`src/rtl/ccg_pkg.sv`:
```
// Shared defaults and constants for the crank/cam wheel generator.
// Latency/backpressure: none (constants only).
package ccg_pkg;

    localparam int TEETH_TOTAL_DEF   = 60;
    localparam int TEETH_MISSING_DEF = 2;
    localparam int PER_W_DEF         = 16;
    localparam int PER_MIN           = 2;

endpackage

```
`src/rtl/ccg_ramp.sv`:
```
// Per-revolution tooth-period slew: steps per_cur toward the clamped target without overshoot.
// Latency: combinational; backpressure: none.
module ccg_ramp
    import ccg_pkg::*;
#(
    parameter int PER_W = PER_W_DEF
) (
    input  logic [PER_W-1:0] per_cur_i,
    input  logic [PER_W-1:0] per_target_i,
    input  logic [PER_W-1:0] ramp_step_i,
    input  logic             update_i,
    output logic [PER_W-1:0] per_tgt_o,
    output logic [PER_W-1:0] per_nxt_o
);

    localparam logic [PER_W-1:0] PMIN = PER_W'(PER_MIN);

    logic [PER_W-1:0] diff;
    logic [PER_W-1:0] step;
    logic             rising;

    always_comb begin
        per_tgt_o = (per_target_i < PMIN) ? PMIN : per_target_i;
        rising    = (per_tgt_o >= per_cur_i);
        diff      = rising ? (per_tgt_o - per_cur_i) : (per_cur_i - per_tgt_o);
        // A zero step means "no slew limit", which collapses to taking the whole difference.
        step      = ((ramp_step_i == '0) || (ramp_step_i > diff)) ? diff : ramp_step_i;
        per_nxt_o = per_cur_i;
        if (update_i) begin
            per_nxt_o = rising ? (per_cur_i + step) : (per_cur_i - step);
        end
    end

endmodule

```
`src/rtl/crank_cam_gen.sv`:
```
// Crank (N-M missing-tooth) and cam waveform generator with per-revolution period ramp.
// Latency: outputs registered, aligned with tooth/tick state; backpressure: enable=0 freezes everything.
module crank_cam_gen
    import ccg_pkg::*;
#(
    parameter int TEETH_TOTAL   = TEETH_TOTAL_DEF,
    parameter int TEETH_MISSING = TEETH_MISSING_DEF,
    parameter int PER_W         = PER_W_DEF,
    parameter int TW            = $clog2(TEETH_TOTAL)
) (
    input  logic             clk,
    input  logic             rst,
    input  logic             enable,
    input  logic [PER_W-1:0] per_target,
    input  logic [PER_W-1:0] ramp_step,
    input  logic [TW-1:0]    cam_start,
    input  logic [TW-1:0]    cam_end,
    output logic             vr,
    output logic             cam,
    output logic [TW-1:0]    tooth_idx,
    output logic             gap,
    output logic             rev_pulse,
    output logic             phase
);

    localparam logic [TW-1:0]    IDX_LAST = TW'(TEETH_TOTAL - 1);
    localparam logic [TW-1:0]    IDX_GAP  = TW'(TEETH_TOTAL - TEETH_MISSING);
    localparam logic [TW-1:0]    IDX_RST  = TW'(TEETH_TOTAL - TEETH_MISSING - 5);
    localparam logic [PER_W-1:0] PMIN     = PER_W'(PER_MIN);

    logic [PER_W-1:0] tick_q, tick_d;
    logic [PER_W-1:0] per_cur_q, per_cur_d;
    logic [PER_W-1:0] per_eff_q, per_eff_d;
    logic [TW-1:0]    idx_q, idx_d;
    logic [TW-1:0]    cs_q, cs_d;
    logic [TW-1:0]    ce_q, ce_d;
    logic             phase_q, phase_d;
    logic             start_q, start_d;
    logic             vr_q, vr_d;
    logic             cam_q, cam_d;
    logic             gap_q, gap_d;
    logic             rev_q, rev_d;

    logic             tooth_end;
    logic             rev_wrap;
    logic [PER_W-1:0] per_tgt;
    logic [PER_W-1:0] per_ramp;

    function automatic logic in_win(logic [TW-1:0] i, logic [TW-1:0] s, logic [TW-1:0] e);
        logic r;
        r = 1'b0;
        if (s < e) begin
            r = (i >= s) && (i < e);
        end else if (s > e) begin
            r = (i >= s) || (i < e);
        end
        return r;
    endfunction

    assign tooth_end = (tick_q == (per_eff_q - PER_W'(1)));
    assign rev_wrap  = tooth_end && (idx_q == IDX_LAST);

    ccg_ramp #(.PER_W(PER_W)) u_ramp (
        .per_cur_i    (per_cur_q),
        .per_target_i (per_target),
        .ramp_step_i  (ramp_step),
        .update_i     (rev_wrap),
        .per_tgt_o    (per_tgt),
        .per_nxt_o    (per_ramp)
    );

    always_comb begin
        tick_d    = tick_q;
        idx_d     = idx_q;
        phase_d   = phase_q;
        per_cur_d = per_cur_q;
        per_eff_d = per_eff_q;
        cs_d      = cs_q;
        ce_d      = ce_q;
        start_d   = start_q;
        vr_d      = vr_q;
        cam_d     = cam_q;
        gap_d     = gap_q;
        rev_d     = 1'b0;
        if (enable) begin
            // First enabled clock after reset opens the pre-gap tooth with a fresh target sample.
            if (start_q) begin
                start_d   = 1'b0;
                tick_d    = '0;
                per_cur_d = per_tgt;
                per_eff_d = per_tgt;
                cs_d      = cam_start;
                ce_d      = cam_end;
            end else if (tooth_end) begin
                tick_d = '0;
                cs_d   = cam_start;
                ce_d   = cam_end;
                if (idx_q == IDX_LAST) begin
                    idx_d     = '0;
                    phase_d   = ~phase_q;
                    per_cur_d = per_ramp;
                    per_eff_d = per_ramp;
                    rev_d     = 1'b1;
                end else begin
                    idx_d     = idx_q + TW'(1);
                    per_eff_d = per_cur_q;
                end
            end else begin
                tick_d = tick_q + PER_W'(1);
            end
            gap_d = (idx_d >= IDX_GAP);
            vr_d  = !gap_d && (tick_d >= (per_eff_d >> 1));
            cam_d = phase_d && in_win(idx_d, cs_d, ce_d);
        end
    end

    always_ff @(posedge clk or negedge rst) begin
        if (!rst) begin
            tick_q    <= '0;
            idx_q     <= IDX_RST;
            phase_q   <= 1'b0;
            per_cur_q <= PMIN;
            per_eff_q <= PMIN;
            cs_q      <= '0;
            ce_q      <= '0;
            start_q   <= 1'b1;
            vr_q      <= 1'b0;
            cam_q     <= 1'b0;
            gap_q     <= 1'b0;
            rev_q     <= 1'b0;
        end else begin
            tick_q    <= tick_d;
            idx_q     <= idx_d;
            phase_q   <= phase_d;
            per_cur_q <= per_cur_d;
            per_eff_q <= per_eff_d;
            cs_q      <= cs_d;
            ce_q      <= ce_d;
            start_q   <= start_d;
            vr_q      <= vr_d;
            cam_q     <= cam_d;
            gap_q     <= gap_d;
            rev_q     <= rev_d;
        end
    end

    assign vr        = vr_q;
    assign cam       = cam_q;
    assign tooth_idx = idx_q;
    assign gap       = gap_q;
    assign rev_pulse = rev_q;
    assign phase     = phase_q;

endmodule
```
`config.mk`:
```
export PLATFORM = sky130hd
export DESIGN_NAME = crank_cam_gen
export DESIGN_NICKNAME = d
export VERILOG_FILES = /design/src/rtl/ccg_pkg.sv /design/src/rtl/ccg_ramp.sv /design/src/rtl/crank_cam_gen.sv
export SDC_FILE = /design/constraint.sdc
export NUM_CORES = 1
export LEC_CHECK = 0
export CAP_MARGIN = 20
export CELL_PAD_IN_SITES_DETAIL_PLACEMENT = 1
export CELL_PAD_IN_SITES_GLOBAL_PLACEMENT = 1
export CORE_ASPECT_RATIO = 0.8
export CORE_MARGIN = 5
export CORE_UTILIZATION = 46
export DETAILED_ROUTE_END_ITERATION = 12
export PLACE_DENSITY_LB_ADDON = 0.08
export SLEW_MARGIN = 25
export SYNTH_ARGS = -nofsm -noshare
export SYNTH_HDL_FRONTEND = slang
export SYNTH_HIERARCHICAL = 1
export SYNTH_SLANG_ARGS = --single-unit
export TNS_END_PERCENT = 1
```
`constraint.sdc`:
```
create_clock -name clk -period 13.5 [get_ports clk]
set_input_delay 2.025 -clock clk [delete_from_list [all_inputs] [get_ports clk]]
set_output_delay 2.025 -clock clk [all_outputs]
set_load 0.05 [all_outputs]
```
== After elaboration in Yosys (flattened, before gate mapping) ==
Cells that the tools add are included.
Storage, ports and cells
  flip-flop bits (word level): 72
  bits of input ports: 47
  output and inout port bits: 11
  logic and storage cells: 79
Cells by class
  add/sub/neg operators: 7
  $lt $le $gt $ge: 9
  eq/ne operators: 3
  mux-type cells: 35
  bitwise logic cells: 1
  reduce and logical (&&, ||, !) cells: 11
Operators by type and width (count)
  $mux W16: 14
  $mux W6: 10
  $sub A16 B16 Y16: 3
  $add A16 B1 Y16 const B: 1
  $add A16 B16 Y16: 1
  $eq A16 B16 Y1: 1
  $ge A16 B15 Y1: 1
  $ge A16 B16 Y1: 1
  $gt A16 B16 Y1: 1
  $logic_not A16 Y1: 1
  $lt A16 B2 Y1 const B: 1
  $sub A16 B1 Y16 const B: 1
  $lt A6 B6 Y1: 2
  $mux W1: 11
  $add A6 B1 Y6 const B: 1
  $eq A6 B6 Y1 const B: 1
  $ge A6 B6 Y1: 1
  $ge A6 B6 Y1 const B: 1
  $gt A6 B6 Y1: 1
  $logic_and A1 B1 Y1: 4
  $reduce_and A2 Y1: 2
  $ne A3 B1 Y1 const B: 1
  $logic_or A1 B1 Y1: 2
  $reduce_bool A2 Y1: 1
  other kinds (2): 2

== Depth between registers and ports, before layout ==
Gate-level depths: netlist (run 1).
  depth after elaboration: 16
  gate-level depth with buffers: 55
  gate-level depth less buffers: 51

== By module ==
Netlist (run 1), hierarchy kept.
By module, submodules not included
  crank_cam_gen: times used 1, cells each 648, area an instance 5460.2 um^2, sequential area each 1810.5 um^2
  ccg_ramp: times used 1, cells each 565, area an instance 3852.4 um^2, sequential area each 0.0 um^2

== Worst setup path before layout (run 1) ==
Ideal clock, no wire load.
  kind: in2reg
  from: in per_target[9]
  to: reg vr_q, in the netlist vr
  setup time: 0.125 ns
  arrival: 11.521 ns
  data required time: 13.375 ns
  setup slack: 1.855 ns
  stages: 54
  buffers on the path: 5
  cells stage by stage: nor4_1 > nand4_1 > nand2b_1 > inv_1 > fa_1 > nand2b_1 > a21oi_1 > o21ai_1 > nand3_1 > buf_2 > buf_2 > a311oi_1 > a31oi_1 > xor2_1 > inv_1 > ha_1 > nand4_1 > nor4_1 > (+18 left out) > a21oi_1 > o21ai_0 > a21o_1 > a21oi_1 > o21ai_0 > xor2_1 > nand2_1 > o21ai_0 > nand2_1 > nand2_1 > nor2_1 > a211oi_1 > a21oi_1 > ha_1 > a21o_1 > a221oi_1 > a31oi_1 > mux2_2
Between the ends
  longest elaborated chain between the ends: 16
  elaborated cells on any way between the ends: 19
  classes of those cells: add/sub (4); order compare (4); mux (9); reduce/logical (2)
Ends and longest elaborated chain
  start, declared: RTL line crank_cam_gen.sv:14  | input logic [PER_W-1:0] per_target,
  $lt A16 B2 Y1 *: RTL line ccg_ramp.sv:23  | per_tgt_o = (per_target_i < PMIN) ? PMIN : per_target_i;
  $mux W16 *: RTL line ccg_ramp.sv:23
  net per_tgt[1]: RTL line crank_cam_gen.sv:46  | logic [PER_W-1:0] per_tgt;
  $sub A16 B16 Y16 / $ge A16 B16 Y1 (equally long branches): RTL line ccg_ramp.sv:25, ccg_ramp.sv:24
  $mux W16: RTL line ccg_ramp.sv:25  | diff = rising ? (per_tgt_o - per_cur_i) : (per_cur_i - per_tgt_o);
  $gt A16 B16 Y1: RTL line ccg_ramp.sv:27  | step = ((ramp_step_i == '0) || (ramp_step_i > diff)) ? diff : ramp_step_i;
  $logic_or A1 B1 Y1: RTL line ccg_ramp.sv:27
  $mux W16: RTL line ccg_ramp.sv:27
  (+2 left out)
  $mux W16 *: RTL line ccg_ramp.sv:29  | if (update_i) begin
  net per_ramp[14]: RTL line crank_cam_gen.sv:47  | logic [PER_W-1:0] per_ramp;
  $mux W16 *
  $mux W16 *: RTL line crank_cam_gen.sv:94  | end else if (tooth_end) begin
  $mux W16 *: RTL line crank_cam_gen.sv:87  | if (start_q) begin
  $mux W16 *: RTL line crank_cam_gen.sv:85  | if (enable) begin
  $ge A16 B15 Y1 *: RTL line crank_cam_gen.sv:112  | vr_d = !gap_d && (tick_d >= (per_eff_d >> 1));
  $logic_and A1 B1 Y1 *: RTL line crank_cam_gen.sv:112
  end signal, assigned: RTL line crank_cam_gen.sv:140  | vr_q <= vr_d;
  end, declared: RTL line crank_cam_gen.sv:39  | logic vr_q, vr_d;
Mark *: on every way through the listed nets, which the timed path passes. The rest lies on a longest branch. The select of a mux whose other input is x is not followed.
A chain may end at the register's enable or synchronous reset.

== Worst setup path in the final report (run 1) ==
Ends and elaborated chain as after synthesis.

==> flow_summary_export.csv, run 1 <==
group,metric,value,unit
timing,worstMarginPinSlew,1.05,ns
synthesis,synthMostInstantiatedCell,"nand2_1",
critical_path,critPathCaptureType,"flop",
synthesis,yosysUniqueCellTypes,88,
die,io_pins,58,
cts,clock-sinks,72,
synthesis,synth_area_leaders,"dfrtp_1 17%, ha_1 13%, nand2_1 7.6%, xnor2_1 4.9%, a21oi_1 4.5%",
cts,cts-resized-gates,0,
final_layout,stdcell_area,0.0105,mm2
final_layout,drive_above_1_share,10.3,%
timing,fin_crit,12.72,ns
hold_path,min_path_type,"reg2reg",
synthesis,netlist_area,0.00931,mm2
power_and_ir_drop,p_sw_share,38.0,%
drt,drt_iter0_markers,589,
synthesis,yosysSeqAreaShare,19.4,%
placed_design,post-place-ws,-0.00867,ns
drt,wl_per_cell,20.5,um
drt,wirelength,30.8,mm
drt,highest_layer,"met4",
synthesis,synth.avg_cell_area,7.68,um2
global_route,grtUsageTotal,26.4,%
cts,worstSkewPairLatency,0.34,ns
power_and_ir_drop,switching_power,348,uW
global_route,grt.overflow.total,0,
die,core-area,0.0199,mm2
power_and_ir_drop,power_density,86.8,mW/mm2
cts,htreeDepth,3,
power_and_ir_drop,power,916,uW
drt,drt_first_pass_iters,5,
drt,dr_wl_met3,1.80,mm
timing,maxSlewViolCount,0,
timing,slew_headroom,30.1,%
final_layout,fin_nets,1379,
synthesis,yosys-top-cells-count,"189 x nand2_1, 96 x ha_1, 86 x nor2_1, 84 x a21oi_1, 75 x inv_1",
placed_design,port_buffers,57,
drt,met1_length,16.1,mm
timing,timing.hold.ws,0.477,ns
drt,dr_wl_met2,12.7,mm
power_and_ir_drop,p_int,568,uW
cts,cts_tree,"done",
timing,fmax,0.0786,GHz
die,initial_core_util,46.9,%
synthesis,syn-num-nets,1359,
drt,route.detailed.drc,0,
final_layout,syn_to_final_growth,13.2,%
critical_path,critPathKind,"in2reg",
final_layout,final_cells,1502,
timing,setup_violations,0,
synthesis,synth_cells,1213,
timing,skew,0.00803,ns
global_route,grt_max_degree,73,
global_route,first_global_vias,8854,
drt,vias,9003,
drt,antenna_left,0,
critical_path,crit_required,13.73,ns
placed_design,hpwl,24.2,mm
final_layout,antenna_cells,0,
die,die_h,137,um
global_route,grt_antenna_before_repair,0,
power_and_ir_drop,p_leak,0.00481,uW
critical_path,slowest_stage,"clkdlybuf4s50_1",
cts,root_buffer,"clkbuf_16",
critical_path,cp_slowest_stage_delay,0.58,ns
placed_design,gp_congestion,0.921,
placed_design,dp.cells,1486,
power_and_ir_drop,vdd_drop_max,0.0000664,V
cts,cts_setup_buffers,0,
synthesis,ys_ff_latch,72,
power_and_ir_drop,p_clk_share,28.9,%
synthesis,synth_warnings,6,
die,die_x,169,um
flow_run,drv_cap,0,
placed_design,place_area,0.0101,mm2
timing,period_share,94.2,%
timing,worst_slack,0.785,ns
global_route,grt_pass1_wl,49.1,mm
drt,via_per_inst,5.99,
critical_path,crit_fanout,8,
cts,cts_buffers,9,
cts,cts_buffer_depth,2,
critical_path,worst_setup_path_start_kind,"primary input",
synthesis,synth_top_area_share,17.5,%
critical_path,arrival,12.95,ns
die,dieArea,0.0232,mm2
synthesis,async_reset_ff_share,100,%
outcome,status,"complete, no violations",
power_and_ir_drop,seqPwrFrac,28.3,%
synthesis,yosys_most_used_dff,"dfrtp_1",
synthesis,yosys.area.top_type,"dfrtp_1",
timing,hold_viol_final,0,
power_and_ir_drop,combPwrFrac,42.8,%
die,placementRows,46,
synthesis,synth-edff-count,0,
cts,clk_pin_slew,0.07,ns
cts,postCtsHoldBufs,0,
-- layout by cell type, fill, tap and decap left out, types with 10 or more instances in the layout --
cell type        count
nand2_1            188
ha_1                96
nor2_1              86
a21oi_1             82
inv_1               75
dfrtp_1             65
o21ai_0             58
xnor2_1             52
clkdlybuf4s50_1     52
mux2i_1             28
buf_4               27
a21o_1              26
xor2_1              23
mux2_2              22
nor3_1              21
nand2b_1            17
o21a_1              16
nand3_1             15
nor2b_1             15
nand4_1             14
a211oi_1            14
and3_1              12
a22oi_1             12
nor4_1              11
o211ai_1            11
and2_1              10
-- cell families (layout without fill, tap and decap cells) --
| logic type | count (synthesis) | count (layout) | share of synthesized area [%] |
|---|---|---|---|
| simple gates | 438 | 438 | 23.2 |
| fa+ha+maj | 103 | 103 | 14.0 |
| buf+inv | 151 | 176 | 6.68 |
| xor+xnor | 75 | 75 | 7.05 |
| compound gates | 318 | 318 | 23.1 |
| flops | 72 | 72 | 19.4 |
| mux | 56 | 56 | 6.53 |
-- power by group through the flow --
| stage | registers, uW | logic [uW] | clock network [uW] |
|---|---|---|---|
| final | 259 | 392 | 265 |
| after global routing | 263 | 433 | 279 |
| after CTS | 259 | 386 | 268 |
| after detailed placement | 263 | 382 | 0 |
| after global placement | 261 | 369 | 0 |
| after floorplan | 260 | 272 | 0 |
-- flip-flops by register name, indices dropped and copies added, names as in the netlist, 6 cells and up --
signal / flops
per_cur_q: 16
per_eff_q: 16
tick_q: 16
ce_q: 6
cs_q: 6
tooth_idx: 6
-- layout make-up --
type | instances | area (um2)
clock inverters | 7 | 95.1
fillers | 2455 | 9310
repair buffers | 85 | 788
inverters | 75 | 282
flip-flops and latches | 72 | 1810
clock buffers | 9 | 225
well taps | 264 | 330
multi-input cells | 990 | 7010
-- per-stage QoR --
stage	utilization, %	TNS (ns)
after floorplan	-	0
after global placement	50.7	0
after detailed placement	50.7	-0.00867
after CTS	52.4	0
after global routing	53.1	-0.0657
final	53.1	0
-- per-layer routing --
| layer | vias up | GRT usage (%) |
|---|---|---|
| met5 | - | 0 |
| met4 | 0 | 2.41 |
| li1 | 4348 | - |
| met3 | 10 | 3.84 |
| met1 | 4441 | 42.1 |
| met2 | 204 | 38.6 |
-- final timing paths --
check | startpoint | endpoint | slack, ns | cells after the start
worst max-delay path | per_target[9] | vr$_DFFE_PN0P_ | 0.78 | 49
worst min-delay path | cs_q[0]$_DFFE_PN0P_ | cs_q[0]$_DFFE_PN0P_ | 0.48 | 2
worst max register to register | per_cur_q[12]$_DFFE_PN0P_ | vr$_DFFE_PN0P_ | 2.83 | 46
worst min register to register | cs_q[0]$_DFFE_PN0P_ | cs_q[0]$_DFFE_PN0P_ | 0.48 | 2
max in group asynchronous | rst | per_eff_q[13]$_DFFE_PN0P_ | 11.29 | 1
min in group asynchronous | rst | per_cur_q[0]$_DFFE_PN0P_ | 1.70 | 1
-- worst max-delay path, delay by kind of cell --
kind	cells	cell delay, ns
XOR/XNOR	2	0.36
AND/OR/NAND/NOR	14	2.90
buffers and inverters	3	0.86
multiplexers	1	0.30
AO/OA/AOI/OAI	24	4.85
adder cells (fa/ha/maj)	5	1.67
Power figures use the tool's default switching activity.
==> inputs of run 2 (changes only) <==
==> constraint.sdc (replaced) <==
create_clock -name clk -period 13.5 [get_ports clk]
set_input_delay 2.7 -clock clk [delete_from_list [all_inputs] [get_ports clk]]
set_output_delay 2.7 -clock clk [all_outputs]
set_load 0.05 [all_outputs]
==> run 2 against run 1 <==
  * Die area unchanged
  * Critical path type unchanged
  * Non-clock buffer count up 21
  * Sequential cell count unchanged
  * Global-route usage up 0.14 points
  * Highest routed layer is now met5
  * Sequential share of layout area down 0.30 points
  * Combinational power up 3%
  * Via count up 1.6%
==> flow_summary_export.csv, run 2 (same netlist as run 1, synthesis figures left out) <==
group,metric,value,unit
outcome,status,"complete, no violations",
timing,slew_headroom,37.2,%
global_route,grt_antenna_before_repair,1,
die,core-area,0.0199,mm2
final_layout,antenna_cells,0,
critical_path,crit_fanout,31,
timing,worstMarginPinSlew,0.940,ns
hold_path,min_path_type,"reg2reg",
critical_path,worst_setup_path_start_kind,"primary input",
global_route,grt.overflow.total,0,
die,io_pins,58,
die,placementRows,46,
final_layout,fin_nets,1400,
power_and_ir_drop,p_clk_share,27.4,%
final_layout,syn_to_final_growth,15.3,%
final_layout,biggestRegsByFlops,"per_cur_q (16), per_eff_q (16), tick_q (16)",
drt,via_per_inst,6.00,
timing,period_share,96.0,%
power_and_ir_drop,switching_power,345,uW
placed_design,port_buffers,57,
critical_path,arrival,13.18,ns
placed_design,gp_congestion,0.906,
critical_path,regToRegSetupSlack,2.96,ns
drt,wl_per_cell,20.5,um
power_and_ir_drop,p_sw_share,37.8,%
final_layout,stdcell_area,0.0107,mm2
critical_path,slowest_stage,"clkdlybuf4s50_1",
timing,fmax,0.0772,GHz
cts,root_buffer,"clkbuf_16",
flow_run,drv_cap,0,
global_route,grt_max_degree,73,
critical_path,cp_slowest_stage_delay,0.63,ns
die,initial_core_util,46.9,%
cts,htreeDepth,3,
drt,antenna_left,0,
timing,setup_violations,0,
timing,worst_slack,0.539,ns
global_route,grt_pass1_wl,49.7,mm
critical_path,critPathCaptureType,"flop",
cts,clk_pin_slew,0.06,ns
die,dieArea,0.0232,mm2
final_layout,final_common_cell,"nand2_1",
final_layout,drive_above_1_share,11.8,%
timing,timing.hold.ws,0.473,ns
drt,drt_first_pass_iters,5,
timing,fin_crit,12.96,ns
drt,vias,9144,
drt,route.detailed.drc,0,
die,die_h,137,um
placed_design,hpwl,24.5,mm
cts,clock-sinks,72,
timing,setup_tns,0,ns
die,die_x,169,um
placed_design,post-place-ws,-0.109,ns
placed_design,place_area,0.0102,mm2
power_and_ir_drop,p_leak,0.00495,uW
power_and_ir_drop,combPwrFrac,44.2,%
cts,worstSkewPairLatency,0.34,ns
global_route,first_global_vias,9024,
cts,cts_buffer_depth,2,
power_and_ir_drop,seqPwrFrac,28.4,%
power_and_ir_drop,p_int,568,uW
final_layout,final_cell_mix,"188 x nand2_1, 96 x ha_1, 85 x nor2_1",
timing,maxSlewViolCount,0,
critical_path,critPathKind,"in2reg",
timing,skew,0.00510,ns
power_and_ir_drop,power,913,uW
cts,cts_buffers,9,
critical_path,crit_required,13.72,ns
power_and_ir_drop,vdd_drop_max,0.0000674,V
drt,wirelength,31.2,mm
timing,hold_viol_final,0,
critical_path,cp_common_cell,"ha_1",
power_and_ir_drop,power_density,85.1,mW/mm2
cts,cts_tree,"done",
global_route,grtUsageTotal,26.5,%
drt,drt_iter0_markers,671,
==> run 2: worst max-delay path: cells and delay by family <==
kind | cells | cell delay [ns]
fa+ha+maj | 4 | 1.35
xor+xnor | 4 | 0.85
mux | 2 | 0.44
simple gates | 11 | 2.68
buf+inv | 7 | 1.83
compound gates | 19 | 3.33
==> run 2: cell type report <==
type,instances,area [um2]
Timing Repair Buffer,106,957
Inverter,75,282
Fill cell,2503,9120
Sequential cell,72,1810
Clock buffer,11,253
Tap cell,264,330
Multi-Input combinational cell,990,7050
Clock inverter,5,55.1
==> run 2: metal layers <==
metal	vias to the layer above	share of wire [%]	global-route usage (%)
li1	4400	-	-
met1	4509	53	42.1
met2	213	42	39.0
met3	20	4.7	3.70
met4	2	0.71	2.91
met5	-	0.042	0
==> run 2: metrics by stage <==
stage | util (%) | instances
finish | 54.1 | 1523
global route | 54.1 | 1523
CTS | 53.1 | 1522
global placement | 51.6 | 1506
detailed placement | 51.6 | 1506
floorplan | - | 1213
==> run 2: final timing paths <==
| check | endpoint | cells past startpoint | from |
|---|---|---|---|
| hold / removal | cs_q[5]$_DFFE_PN0P_ | 2 | cs_q[5]$_DFFE_PN0P_ |
| setup reg to reg | vr$_DFFE_PN0P_ | 47 | per_cur_q[12]$_DFFE_PN0P_ |
| max in group asynchronous | ce_q[0]$_DFFE_PN0P_ | 1 | rst |
| hold reg to reg | cs_q[5]$_DFFE_PN0P_ | 2 | cs_q[5]$_DFFE_PN0P_ |
| setup / recovery | vr$_DFFE_PN0P_ | 47 | per_target[12] |
| min in group asynchronous | per_cur_q[0]$_DFFE_PN0P_ | 1 | rst |
==> run 2: what timing repair did <==
| item | in CTS | in global routing |
|---|---|---|
| resized for setup | 0 | 30 |
| endpoints found under the setup margin | 0 | 1 |
| setup buffers | 0 | 1 |
| hold buffers | 0 | 0 |
==> run 2: power by group through the flow <==
stage	Clock, uW	Sequential [uW]	Combinational (uW)
after floorplan	0	260	272
after global placement	0	261	381
after detailed placement	0	262	393
after CTS	254	259	397
after global routing	264	262	445
final	250	260	403
